<file path="config.mk">
export PLATFORM = sky130hd
export DESIGN_NAME = hwpe_ctrl_uloop_sched
export DESIGN_NICKNAME = d
export VERILOG_FILES = /design/src/rtl/hwpe_ctrl_uloop_sched.sv
export SDC_FILE = /design/constraint.sdc
export NUM_CORES = 1
export LEC_CHECK = 0
export BUFFER_PORTS_ARGS = -buffer_cell sky130_fd_sc_hd__buf_2
export CAP_MARGIN = 30
export CORE_MARGIN = 3
export CORE_UTILIZATION = 40
export CTS_BUF_LIST = sky130_fd_sc_hd__clkbuf_16
export DETAILED_ROUTE_END_ITERATION = 12
export GPL_TIMING_DRIVEN = 0
export PLACE_DENSITY = 0.6
export REMOVE_ABC_BUFFERS = 1
export SLEW_MARGIN = 20
export SYNTH_ARGS = -nofsm -noshare
export SYNTH_HDL_FRONTEND = slang
export SYNTH_SLANG_ARGS = --single-unit
</file>
<file path="constraint.sdc">
create_clock -name clk_i -period 7.8 [get_ports clk_i]
set_clock_uncertainty 0.15 [all_clocks]
set_input_delay 0.78 -clock clk_i [delete_from_list [all_inputs] [get_ports clk_i]]
set_output_delay 0.78 -clock clk_i [all_outputs]
set_load 0.005 [all_outputs]
</file>
<file path="src/rtl/hwpe_ctrl_uloop_sched.sv">
// Turns uloop offset sets into per-lane address commands held in a small ordered buffer.
// Latency: a pushed command reaches cmd_valid_o one cycle later (registered buffer, no bypass).
// Backpressure: cmd_ready_i low fills the buffer; uloop_enable_o throttles the uloop, and overflow is sticky.
module hwpe_ctrl_uloop_sched #(
    parameter int NB_REG     = 4,
    parameter int REG_WIDTH  = 32,
    parameter int ADDR_WIDTH = 32,
    parameter int FIFO_DEPTH = 2
) (
    input  logic                                 clk_i,
    input  logic                                 rst_ni,
    input  logic                                 clear_i,
    input  logic                                 start_i,
    input  logic [NB_REG-1:0][ADDR_WIDTH-1:0]    base_addr_i,
    output logic                                 busy_o,
    output logic                                 done_o,
    output logic                                 overflow_o,
    output logic                                 uloop_clear_o,
    output logic                                 uloop_enable_o,
    input  logic                                 uloop_valid_i,
    input  logic                                 uloop_done_i,
    input  logic [NB_REG-1:0][REG_WIDTH-1:0]     uloop_offs_i,
    output logic                                 cmd_valid_o,
    input  logic                                 cmd_ready_i,
    output logic [NB_REG-1:0][ADDR_WIDTH-1:0]    cmd_addr_o,
    output logic                                 cmd_last_o
);

    localparam int PTR_W = (FIFO_DEPTH > 1) ? $clog2(FIFO_DEPTH) : 1;
    localparam int CNT_W = $clog2(FIFO_DEPTH + 1);

    typedef enum logic [1:0] {IDLE, CLEAR, RUN, DRAIN} state_t;

    state_t                              state, state_nxt;
    logic [NB_REG-1:0][ADDR_WIDTH-1:0]   base_q;
    logic [NB_REG-1:0][ADDR_WIDTH-1:0]   fifo_addr [FIFO_DEPTH];
    logic [FIFO_DEPTH-1:0]               fifo_last;
    logic [PTR_W-1:0]                    wr_ptr, rd_ptr, newest_ptr;
    logic [CNT_W-1:0]                    count;
    logic                                empty, full, push, pop, drop, mark_last;
    logic [NB_REG-1:0][ADDR_WIDTH-1:0]   push_addr;
    logic                                soft_rst;

    function automatic logic [PTR_W-1:0] ptr_inc(input logic [PTR_W-1:0] p);
        return (p == PTR_W'(FIFO_DEPTH - 1)) ? '0 : p + PTR_W'(1);
    endfunction

    assign soft_rst   = !rst_ni || clear_i;
    assign empty      = (count == '0);
    assign full       = (count == CNT_W'(FIFO_DEPTH));
    assign pop        = !empty && cmd_ready_i;
    // A full buffer still takes a new entry when the head leaves in the same cycle.
    assign push       = (state == RUN) && uloop_valid_i && (!full || pop);
    assign drop       = (state == RUN) && uloop_valid_i && full && !pop;
    // uloop finished without a fresh offset set: the newest queued command closes the job.
    assign mark_last  = (state == RUN) && uloop_done_i && !uloop_valid_i && !empty;
    assign newest_ptr = (wr_ptr == '0) ? PTR_W'(FIFO_DEPTH - 1) : wr_ptr - PTR_W'(1);

    // Per-lane address: latched base plus zero-extended (or truncated) offset, wrapping on overflow.
    always_comb begin
        push_addr = '0;
        for (int k = 0; k < NB_REG; k++) begin
            push_addr[k] = base_q[k] + ADDR_WIDTH'(uloop_offs_i[k]);
        end
    end

    // State register; clear behaves exactly like reset.
    always_ff @(posedge clk_i) begin
        if (soft_rst) state <= IDLE;
        else          state <= state_nxt;
    end

    // Next-state: one clear cycle, run until uloop ends, drain until the buffer empties.
    always_comb begin
        state_nxt = state;
        case (state)
            IDLE:    if (start_i)      state_nxt = CLEAR;
            CLEAR:                     state_nxt = RUN;
            RUN:     if (uloop_done_i) state_nxt = DRAIN;
            DRAIN:   if (empty)        state_nxt = IDLE;
            default:                   state_nxt = IDLE;
        endcase
    end

    // Outputs decoded from state and buffer occupancy only.
    always_comb begin
        busy_o         = (state != IDLE);
        uloop_clear_o  = (state == CLEAR);
        uloop_enable_o = (state == RUN) && (count <= CNT_W'(FIFO_DEPTH - 2));
        done_o         = (state == DRAIN) && empty;
        cmd_valid_o    = !empty;
        cmd_addr_o     = empty ? '0 : fifo_addr[rd_ptr];
        cmd_last_o     = empty ? 1'b0 : fifo_last[rd_ptr];
    end

    // Base registers captured only when a job is accepted.
    always_ff @(posedge clk_i) begin
        if (soft_rst)                       base_q <= '0;
        else if (state == IDLE && start_i)  base_q <= base_addr_i;
    end

    // Buffer pointers, occupancy and sticky overflow flag.
    always_ff @(posedge clk_i) begin
        if (soft_rst) begin
            wr_ptr     <= '0;
            rd_ptr     <= '0;
            count      <= '0;
            overflow_o <= 1'b0;
        end else begin
            if (push) wr_ptr <= ptr_inc(wr_ptr);
            if (pop)  rd_ptr <= ptr_inc(rd_ptr);
            if (push && !pop)      count <= count + CNT_W'(1);
            else if (!push && pop) count <= count - CNT_W'(1);
            if (drop) overflow_o <= 1'b1;
        end
    end

    // Buffer storage; contents are masked at the outputs while empty, so no reset is needed.
    always_ff @(posedge clk_i) begin
        if (push) begin
            fifo_addr[wr_ptr] <= push_addr;
            fifo_last[wr_ptr] <= uloop_done_i;
        end else if (mark_last) begin
            fifo_last[newest_ptr] <= 1'b1;
        end
    end

endmodule

</file>
Word level (Yosys, flattened, before mapping)
Memories as Yosys holds them, arrays and structs flattened. A register that Yosys moved wholly into a read port is not among the register bits.
Cells that the tools add are included.

cells by class
  shift-type cells = 0
  equal/unequal tests = 7
  divide/modulo/power cells = 0
  add/sub/neg operators = 9
  mux-type cells = 24
  bitwise gates (word level) = 1
  $lt $le $gt $ge = 6
  reduce and logical (&&, ||, !) cells = 29
  multiply operators = 0

operators with widths
  cell                                                                               number
  32-bit adder                                                                       4
  128-bit two-way mux                                                                1
  1-bit logical AND                                                                  15
  2-bit two-way mux                                                                  7
  1-bit two-way mux                                                                  12
  2-bit case mux with 4 select lines                                                 1
  2-bit equality test (second input constant)                                        3
  1-bit zero test                                                                    6
  1-bit by 2-bit less-than comparator with 1-bit output (second input constant)      3
  2-bit inequality test (second input constant)                                      3
  2-bit nonzero test                                                                 3
  2-bit zero test                                                                    2
  3-bit AND reduction                                                                1
  1-bit adder (second input constant)                                                2
  2-bit by 1-bit adder with 2-bit output (second input constant)                     1
  2-bit bitwise mux                                                                  1
  1-bit demux with 1-bit select                                                      2
  2-bit by 1-bit equality test with 1-bit output (second input constant)             1
  1-bit greater-or-equal comparator (second input constant)                          2
  2-bit by 1-bit less-or-equal comparator with 1-bit output (second input constant)  1
  1-bit logical OR                                                                   2
  2-bit bitwise OR                                                                   1
  2-bit by 1-bit subtractor with 2-bit output (second input constant)                1
  1-bit subtractor (second input constant)                                           1

storage, ports and cells
  bits in read-only memories = 0
  logic and storage cells = 87
  bits in latches = 0
  output and inout bits = 135
  bits of input ports = 263
  memories kept = 1
  register bits after elaboration = 137
  memory bits (writable) = 256

memories
  memory     words  bits a word  rd ports  clocked after memory_dff  write ports  RTL line  RTL
  fifo_addr  2      128          1         1                         1            36        logic [NB_REG-1:0][ADDR_WIDTH-1:0] fifo_addr [FIFO_DEPTH];

Logic depth before layout (Yosys ltp)
  depth after elaboration = 9
  gate-level depth with buffers = 10
  depth with buffers taken out = 10

Worst setup path before layout
OpenSTA, ideal clock, no wires.

  kind = in2reg
  start = in cmd_ready_i
  end = mem fifo_addr[0][0] (netlist name) (enable)
  required time = 7.033 ns
  stages = 4
  buffers on the path = 0
  slack = 0.504 ns
  data arrival time = 6.530 ns
  cells stage by stage = nor3b_1 > nor2_1 > inv_1 > nor2_1

on the way
  longest elaborated chain between the ends = 5

RTL lines
  element                                  RTL line  RTL
  from (decl)                              24        input logic cmd_ready_i,
  1-bit logical AND                        51        assign pop = !empty && cmd_ready_i;
  1-bit logical OR                         53        assign push = (state == RUN) && uloop_valid_i && (!full || pop);
  1-bit logical AND                        53
  1-bit two-way mux                        120       if (push) begin
  1-bit two-way mux (not written as such)  121       fifo_addr[wr_ptr] <= push_addr;
  to (decl)                                36

Every way passes these cells.

==> implementation parameters <==
Parameter                              Value

Timing
  Final setup violation count ... 0
  Fin crit share ... 0.417
  Least setup slack across all paths after layout ... ~4.5 ns
  RSZ-0062 raised after global routing ... no
  Max Clk Rate ... roughly 0.3 GHz
  Post-layout minimum cycle time ... roughly 3.3 ns
  Final Hold Violating Endpoints ... 0
  Headroom to the max-slew limit ... 0.618
  Count of final max-slew check failures ... 0
  Final-layout worst hold slack ... around 0.3 ns
  Transition time at the pin with the least slew margin ... around 0.57 ns

Floorplanning
  I/O pin total ... a little under 400
  CORE AREA ... ~52000 um2
  Width of the chip ... between 200 and 250 um
  Vertical die dimension ... between 200 and 250 um
  Die ar. ... 55600 um2
  Effective utilization at floorplan ... 0.408
  Row cnt ... 83

Placement
  Pre-CTS setup slack ... ~4 ns
  Cells after DPL ... 3082
  Post-detail-place hpwl ... 43000 um
  Routability-driven placement congestion ratio ... 0.854
  Number of buffers added on ports ... ~400

Logic synthesis
  Share of Yosys cell area claimed by the top area cell type ... 0.367
  Biggest area consumer among synthesized cells ... sky130_fd_sc_hd__edfxtp_1
  Flip-flop cell with the highest count after synthesis ... sky130_fd_sc_hd__edfxtp_1
  Flip-flop and latch count after synthesis ... just under 400
  Main area contributors after synthesis ... sky130_fd_sc_hd__edfxtp_1 37%, sky130_fd_sc_hd__dfxtp_1 13%, sky130_fd_sc_hd__ha_1 7.7%
  Average footprint of a synthesized cell ... 10.2 um2
  Cell area after technology mapping ... roughly 21000 um2
  FFs w/ async S/R, synth ... 0
  Synth Instances ... 2077
  Number of flops mapped to enable cells by yosys ... about 260
  Synthesis warning total ... 0
  Post-synthesis cell type count ... 83
  Share of synthesized area occupied by flip-flops and latches ... 0.496

Power and ir drop
  Net switching fraction of the power ... 0.239
  Power per cell area ... around 200 nW/um2
  Switching power summed over all nets ... about 1.2 mW
  Share of total power in sequential cells ... 0.451
  Leak ... about 11 nW
  Gate power share ... 0.112
  Clock power frac ... 0.437
  Worst voltage drop across the vdd grid ... 151 uV
  Internal cell power ... a little under 4 mW

Worst setup path
  CP cell instances ... buf_16 -> buf_16 -> mux2i_1 -> nor2_1 -> buf_2
  Kind of start point of the critical path ... flip-flop
  Kind of cell adding the most delay to the critical path ... buffers and inverters
  Peak per-stage delay on the critical path ... approximately 0.63 ns
  Highest fanout seen on the critical path ... 37
  Cell with the largest stage delay on the worst path ... sky130_fd_sc_hd__dfxtp_4
  Required time of the critical path ... 6.87 ns
  Most repeated library cell on the critical path ... sky130_fd_sc_hd__buf_16
  Buffer and inverter count on the worst path ... 3
  Type of the setup path with the least slack ... reg -> out
  Element type at the critical path end ... output pin
  Data arrival time at the worst-slack endpoint ... 2.32 ns

Clocking
  Clock H-tree levels ... 2
  CTS tree ... done
  Post_cts resized ... 0
  Sink Count ... 394
  Number of buffers added by the clock tree synthesis step ... 46
  Clock-pin slew reported for the worst setup and hold paths after clock tree synthesis ... approximately 0.060 ns
  Setup fix buffers added after clock tree synthesis ... 0
  CTS hold repair buffers ... 0
  Clock root cell ... sky130_fd_sc_hd__clkbuf_16
  Maximum clock path buffer count ... 3
  Clock latency on the worst-skew pair ... approximately 0.56 ns

Global route
  Vias in the first global route ... around 17000
  Antenna violations before repair ... 12
  Maximum number of pins on one net before global-route repair ... 64
  Total global routing overflow ... 0
  Global-route usage over all layers ... 0.196
  Global-route wire length before repair ... about 89000 um

Status
  Outcome ... completed

Routing
  Total wirelength of the detailed-routed design ... 56300 um
  Detailed-routing iteration count for the pre-antenna-repair pass ... 5
  Vias after detailed routing ... about 17000
  Average detailed-routed wire length per instance ... around 18 um
  DRC violation count after routing ... 0
  Number of nets with antenna violations after detailed routing ... 0
  Avg Vias per Cell ... between 5 and 6
  Violation count after the first detailed-route iteration ... roughly 810

Job
  Max-capacitance violation count ... 0

Final layout
  NumNets Final ... roughly 2800
  Share of layout cells above drive strength 1 ... 0.213
  Cell Count, Final, Fillers Out ... 3176
  Synth-to-layout area growth ... 22.2%
  Most used cells in the layout excluding fill and tap cells ... 397 x sky130_fd_sc_hd__buf_2, 328 x sky130_fd_sc_hd__nand2_1, 258 x sky130_fd_sc_hd__edfxtp_1
  Most common cell after layout, fill and taps aside ... sky130_fd_sc_hd__buf_2
  Filler instances ... 4841

Worst hold path
  Class of the worst hold path ... in -> reg
==> Yosys cell counts, drive strengths merged (4+ instances only) <==
library cell    n
nor3           19
and3           14
o21ai          56
mux2i         130
xnor2          75
a21oi         245
o211ai         13
buf            23
ha            130
nor2          195
nand2         329
inv            33
a21o           59
a21boi          5
nand4          16
fa              4
o21bai          8
a41oi           5
nand2b         16
o2111ai         4
a31oi          11
xor2           44
a221oi          5
dfxtp         136
or3             6
o21a           10
and4            8
and2           16
nor2b          15
edfxtp        258
clkbuf         73
o31ai           7
nand3          35
a211oi         20
o221ai          4
a211o           6
==> worst paths after layout <==
kind,startpoint,to,slack (ns),cells past startpoint
worst max register to register,base_q[32],fifo_addr[1][62],4.58,10
worst max-delay path,flip-flop,cmd_addr_o[112],4.55,5
worst min register to register,base_q[18],base_q[18],0.31,2
worst min-delay path,base_addr_i[10],base_q[10],0.30,3
==> per-layer routing <==
layer / GRT usage / up-vias / part of all wire
li1: - / 8282 / -
met1: 0.241 / 7907 / 0.43
met2: 0.341 / 393 / 0.49
met3: 0.0424 / 92 / 0.055
met4: 0.0667 / 4 / 0.028
met5: 0 / - / 0.00048
==> area by class of cell <==
cell class | count | area, um2 | area share
sequential | 394 | 10500 | 0.406
clock inverter | 37 | 352 | 0.0136
antenna | 8 | 20.0 | 0.000776
clock buffer | 49 | 1230 | 0.0475
multi-input combinational | 1554 | 10200 | 0.395
tap | 680 | 851 | 0.0330
timing repair buffer | 421 | 2560 | 0.0995
inverter | 33 | 124 | 0.00480
==> stage by stage <==
step,power (mW),utilization,TNS (ns),instance area (um2)
after floorplan,2.71,-,0,20700
after global placement,2.89,0.456,-741.78,23600
after detailed placement,2.91,0.468,0,24200
after CTS,5.16,0.498,0,25800
after global routing,5.31,0.499,0,25800
final,5.09,0.499,0,25800
==> tightest hold or removal path: stages <==
cell                      delay [ns]
sky130_fd_sc_hd__buf_2          0.10
sky130_fd_sc_hd__nand2_1        0.05
sky130_fd_sc_hd__a21oi_1        0.05
==> power groups by stage <==
| stage | sequential [mW] | combinational [mW] | clock (mW) |
|---|---|---|---|
| floorplan | 2.34 | 0.368 | 0 |
| global placement | 2.34 | 0.552 | 0 |
| detailed placement | 2.34 | 0.567 | 0 |
| CTS | 2.29 | 0.570 | 2.30 |
| global route | 2.30 | 0.636 | 2.38 |
| finish | 2.29 | 0.569 | 2.23 |
==> flip-flops by register name, summed over array words and instances, names as in the netlist, named ones only <==
register / cells
base_q: 128
count: 2
fifo_addr: 256
fifo_last: 2
overflow_o: 1
rd_ptr: 1
state: 2
wr_ptr: 1
==> cells by family after synthesis <==
group	count (synthesis)	share of synthesized area
adder cells (fa/ha/maj)	134	0.0808
buffers and inverters	129	0.0235
AO/OA/AOI/OAI	491	0.149
AND/OR/NAND/NOR	680	0.140
multiplexers	130	0.0616
flip-flops	394	0.496
XOR/XNOR	119	0.0494
Power figures use the tool's default switching activity.
